File: src/rtl/key_debounce.sv
// Push-button conditioner: per-key 2-flop synchroniser plus debounce FSM producing
// a clean active-low level, one-cycle press/release pulses and a press-toggled bit.
module key_debounce #(
    parameter int unsigned     NKEYS         = 4,
    parameter int unsigned     STABLE_CYCLES = 1000000,
    parameter int unsigned     CNT_W         = 20,
    parameter logic [NKEYS-1:0] TOGGLE_INIT  = NKEYS'(4'b0010)
) (
    input  logic             clock,
    input  logic             resetn,
    input  logic [NKEYS-1:0] key_n,
    output logic [NKEYS-1:0] key_level,
    output logic [NKEYS-1:0] press_pulse,
    output logic [NKEYS-1:0] release_pulse,
    output logic [NKEYS-1:0] toggle
);

    localparam logic [CNT_W-1:0] LAST_CNT = CNT_W'(STABLE_CYCLES - 1);

    typedef enum logic [1:0] {
        RELEASED    = 2'd0,
        PRESS_CHK   = 2'd1,
        PRESSED     = 2'd2,
        RELEASE_CHK = 2'd3
    } state_t;

    logic [NKEYS-1:0] r_sync1;
    logic [NKEYS-1:0] r_sync2;
    state_t           r_state [NKEYS];
    logic [CNT_W-1:0] r_cnt   [NKEYS];

    // Raw pins are asynchronous; idle (released) level is 1.
    always_ff @(posedge clock or negedge resetn) begin
        if (!resetn) begin
            r_sync1 <= '1;
            r_sync2 <= '1;
        end else begin
            r_sync1 <= key_n;
            r_sync2 <= r_sync1;
        end
    end

    // A change commits only after STABLE_CYCLES consecutive samples at the new level.
    always_ff @(posedge clock or negedge resetn) begin
        if (!resetn) begin
            key_level     <= '1;
            press_pulse   <= '0;
            release_pulse <= '0;
            toggle        <= TOGGLE_INIT;
            for (int i = 0; i < int'(NKEYS); i++) begin
                r_state[i] <= RELEASED;
                r_cnt[i]   <= '0;
            end
        end else begin
            press_pulse   <= '0;
            release_pulse <= '0;
            for (int i = 0; i < int'(NKEYS); i++) begin
                case (r_state[i])
                    RELEASED: begin
                        if (!r_sync2[i]) begin
                            r_state[i] <= PRESS_CHK;
                            r_cnt[i]   <= CNT_W'(1);
                        end else begin
                            r_cnt[i]   <= '0;
                        end
                    end
                    PRESS_CHK: begin
                        if (r_sync2[i]) begin
                            r_state[i] <= RELEASED;
                            r_cnt[i]   <= '0;
                        end else if (r_cnt[i] == LAST_CNT) begin
                            r_state[i]     <= PRESSED;
                            r_cnt[i]       <= '0;
                            key_level[i]   <= 1'b0;
                            press_pulse[i] <= 1'b1;
                            toggle[i]      <= ~toggle[i];
                        end else begin
                            r_cnt[i]   <= r_cnt[i] + CNT_W'(1);
                        end
                    end
                    PRESSED: begin
                        if (r_sync2[i]) begin
                            r_state[i] <= RELEASE_CHK;
                            r_cnt[i]   <= CNT_W'(1);
                        end else begin
                            r_cnt[i]   <= '0;
                        end
                    end
                    RELEASE_CHK: begin
                        if (!r_sync2[i]) begin
                            r_state[i] <= PRESSED;
                            r_cnt[i]   <= '0;
                        end else if (r_cnt[i] == LAST_CNT) begin
                            r_state[i]       <= RELEASED;
                            r_cnt[i]         <= '0;
                            key_level[i]     <= 1'b1;
                            release_pulse[i] <= 1'b1;
                        end else begin
                            r_cnt[i]   <= r_cnt[i] + CNT_W'(1);
                        end
                    end
                    default: begin
                        r_state[i] <= RELEASED;
                        r_cnt[i]   <= '0;
                    end
                endcase
            end
        end
    end

endmodule

File: config.mk
export PLATFORM = sky130hd
export DESIGN_NAME = key_debounce
export DESIGN_NICKNAME = d
export VERILOG_FILES = /design/src/rtl/key_debounce.sv
export SDC_FILE = /design/constraint.sdc
export NUM_CORES = 1
export LEC_CHECK = 0
export ABC_AREA = 1
export CAP_MARGIN = 20
export CORE_MARGIN = 4
export CORE_UTILIZATION = 45
export DETAILED_ROUTE_END_ITERATION = 10
export GPL_ROUTABILITY_DRIVEN = 0
export PLACE_DENSITY = 0.68
export SYNTH_ARGS = -nofsm -noshare
export SYNTH_HDL_FRONTEND = slang
export SYNTH_SLANG_ARGS = --single-unit
File: constraint.sdc
create_clock -name clock -period 1.6 [get_ports clock]
set_input_delay 0.48 -clock clock [delete_from_list [all_inputs] [get_ports clock]]
set_output_delay 0.48 -clock clock [all_outputs]
set_load 0.01 [all_outputs]
==> summary.log <==
INFO  placement      placement.io_buffers=21
INFO  clocking       cts.reportedPaths.clkPinSlew=0.07ns
INFO  grt            grt_overall_usage=0.166
INFO  grt            grt_pass1_wl=19,900um
INFO  timing         max_freq=655MHz
INFO  power_and_ir_drop power.static_leakage=3.03nW
INFO  synth          synth_seq_cells=112
INFO  timing         setup_tns=0ns
INFO  worst_setup_path timing_worst_setup_path_type=reg2reg
INFO  worst_setup_path worst_ep_required_time=1.85ns
INFO  grt            number_of_global_route_vias_before_repair=4,480
INFO  synth          synth-edff-count=0
INFO  clocking       cts_made_buffers=9
INFO  synth          synth_flop_cell=sky130_fd_sc_hd__dfrtp_1
INFO  grt            grtUsageMet3=0.0457
INFO  die            core_area=12,600um^2
INFO  timing         timing.final.setup_violations=0
INFO  synth          netlist_area=5750um^2
INFO  worst_setup_path critical_path_peak_fanout=5
INFO  die            die_x=121um
INFO  finish         total_area_of_multi_input_combinational_cells=2690um^2
INFO  route          drc_errors=0
INFO  synth          yosys_top_cell_area_share=0.431
INFO  synth          netlist.top_cell.by_area=sky130_fd_sc_hd__dfrtp_1
INFO  finish         ff_latch_area=2820um^2
INFO  grt            overflow=0
INFO  placement      place_ws=-0.0350ns
INFO  die            placement_rows=41
INFO  finish         layout-area-overhead-vs-synth=18.0%
INFO  timing         finalCriticalPeriod=1.53ns
INFO  clocking       cts_sinks=112
INFO  timing         drv_slew=0
INFO  route          first_pass_iters=4
INFO  grt            use_met1=0.218
INFO  route          routed-via-count=4,595
INFO  placement      dpl_cell_area=6370um^2
INFO  timing         grt_setup_unrepaired=true
INFO  clocking       cts.hold.buffers_added=0
INFO  clocking       tritoncts=built
INFO  synth          syn-instance-count=717
INFO  finish         number_of_filler_cells_placed_in_the_layout=1,121
INFO  synth          synth_commonest_cells=sky130_fd_sc_hd__nand2_1, sky130_fd_sc_hd__nor2_1, sky130_fd_sc_hd__dfrtp_1
INFO  finish         post_route_cells_drive_above_1_share=0.152
INFO  clocking       ctsHtreeMaxLevel=3
INFO  route          vias_per_cell=4.84
INFO  finish         final_net_count=782
INFO  die            dieHeight=121um
INFO  worst_setup_path critPathLaunchType=register
INFO  timing         timing.final.crit_share=0.954
INFO  finish         antenna_cells=0
INFO  placement      hpwl=8430um
INFO  synth          synth_nets=727
INFO  grt            grt_most_used_layer=met2
INFO  synth          ys_seq_area_frac=0.490
INFO  synth          ys_async_sr_fraction=1.00
INFO  timing         timing.final.hold_violations=0
INFO  synth          most_frequent_cell_after_synthesis=sky130_fd_sc_hd__nand2_1
INFO  timing         tightestPinTransition=0.432ns
INFO  status         outcome=finished, final reports clean
INFO  clocking       clkLatencyLatePin=0.36ns
INFO  clocking       cts_root_buf=sky130_fd_sc_hd__clkbuf_16
INFO  power_and_ir_drop ir_drop=0.853mV
INFO  timing         postLayoutSetupSlackWorst=0.0743ns
INFO  synth          mean_area_per_synthesized_cell=8.02um^2
INFO  power_and_ir_drop pwr_density_cell=866nW/um^2
INFO  worst_setup_path endpoint_kind=register
INFO  route          drt.antenna.violating_nets=0
INFO  route          wl_per_cell=12.0um
INFO  clocking       ctsLongestPathBuffers=2
INFO  die            ioPinCount=22
INFO  worst_setup_path data_arrival_time_at_the_worst_slack_endpoint=1.77ns
INFO  die            floorplan.initialDensity=0.458
INFO  grt            grt.met2_usage=0.273
INFO  power_and_ir_drop post-layout-total-power=5.88mW
INFO  synth          yosys-top-cells-area=sky130_fd_sc_hd__dfrtp_1, sky130_fd_sc_hd__nand2_1, sky130_fd_sc_hd__nor2_1
INFO  synth          yosysWarningCount=0
INFO  die            die_area=14,700um^2
INFO  timing         timing.clock.skew=0.00697ns
INFO  route          drt_first_iter_violations=306
INFO  timing         slew_headroom=0.712
INFO  grt            initial_antenna_violation_count=0
INFO  route          drt_wl_total=11,400um
INFO  min_path       hp-class=in2async
INFO  finish         post_route_standard_cell_area_excluding_fillers=6790um^2
INFO  synth          yosys.cell_types.count=35
INFO  grt            maximum_number_of_pins_on_one_net_before_global_route_repair=28
INFO  job            max_cap_violations=0
## final timing paths
check / depth (start not counted) / to / slack, ns / startpoint
hold / removal: 1 / press_pulse[1]$_DFF_PN0_ / 0.05 / resetn
min in group clock: 0 / r_sync2[1]$_DFF_PN1_ / 0.36 / r_sync1[1]$_DFF_PN1_
setup / recovery: 7 / r_cnt[28]$_DFF_PN0_ / 0.07 / r_cnt[21]$_DFF_PN0_
setup reg to reg: 7 / r_cnt[28]$_DFF_PN0_ / 0.07 / r_cnt[21]$_DFF_PN0_
max in group asynchronous: 2 / key_level[2]$_DFFE_PN1P_ / 0.95 / resetn
hold reg to reg: 0 / r_sync2[1]$_DFF_PN1_ / 0.36 / r_sync1[1]$_DFF_PN1_
## power breakdown
part / total, mW / leakage, nW / switching (mW) / internal, mW
registers: 2.99 / 1.50 / 0.0777 / 2.92
clock network: 2.27 / 0.143 / 1.04 / 1.23
logic: 0.618 / 1.38 / 0.363 / 0.255
total: 5.88 / 3.03 / 1.48 / 4.40
## layout make-up
class	count	share of cell area
Inverter	85	0.0470
Clock inverter	6	0.0101
Clock buffer	10	0.0337
Tap cell	172	0.0317
Multi-Input combinational cell	516	0.396
Sequential cell	112	0.415
Timing Repair Buffer	48	0.0658
## stage by stage
stage | instances | hold WS, ns | utilization
final | 949 | 0.0520 | 0.540
after floorplan | 717 | 0.184 | -
after global placement | 927 | 0.346 | 0.507
after detailed placement | 927 | 0.347 | 0.507
after CTS | 943 | 0.0689 | 0.530
after global routing | 949 | 0.0760 | 0.540
## cells in the final DEF, fill, tap and decap left out, drive strengths merged
cell,synthesis,final
bufinv,0,1
dfstp,13,13
nand4,12,12
clkinvlp,0,1
nand3b,3,3
nor4,3,3
clkinv,0,2
xnor2,10,10
nor3b,4,4
inv,85,87
or2,3,3
buf,4,33
ha,4,4
xor2,28,28
dfrtp,99,99
a21oi,12,12
a31oi,1,1
nor2,169,169
nand2,168,168
nor3,31,31
nand3,46,46
o21bai,4,4
clkdlybuf4s50,0,4
a21boi,1,1
and2,1,1
clkbuf,0,10
dlygate4sd2,0,11
o21ai,15,15
a31o,1,1
## per-layer routing
metal	vias to the layer above	wire length (um)
met2	61	5600
li1	2365	-
met5	-	0
met1	2161	5360
met4	0	88
met3	8	361
## kinds of logic after synthesis
group                      share of synthesized area
xor gates and xnor gates                      0.0579
DFF                                            0.490
and+or+nand+nor                                0.347
adders and majority gates                    0.00870
AOI/OAI and AO/OA                             0.0339
buffers and inverters                         0.0620
## worst max-delay path: stages (launching register included)
cell,delay [ns]
sky130_fd_sc_hd__dfrtp_1,0.40
sky130_fd_sc_hd__ha_4,0.17
sky130_fd_sc_hd__nand3_4,0.10
sky130_fd_sc_hd__nor3_4,0.28
sky130_fd_sc_hd__nand3_2,0.17
sky130_fd_sc_hd__nand2_4,0.12
sky130_fd_sc_hd__buf_4,0.14
sky130_fd_sc_hd__nor3_1,0.05
## what timing repair did
action	in CTS	in global routing
buffers inserted	0	6
gates resized for setup	28	27
pin swaps	1	5
endpoints found under the setup margin	23	71
## sequential cells by signal (all words and copies together), names as in the netlist, named ones only
name and flops:
r_cnt 80, key_level 4, press_pulse 4, r_state 4, r_sync1 4, r_sync2 4, release_pulse 4, toggle 4
Note: power is estimated with default switching activity, not from simulation.
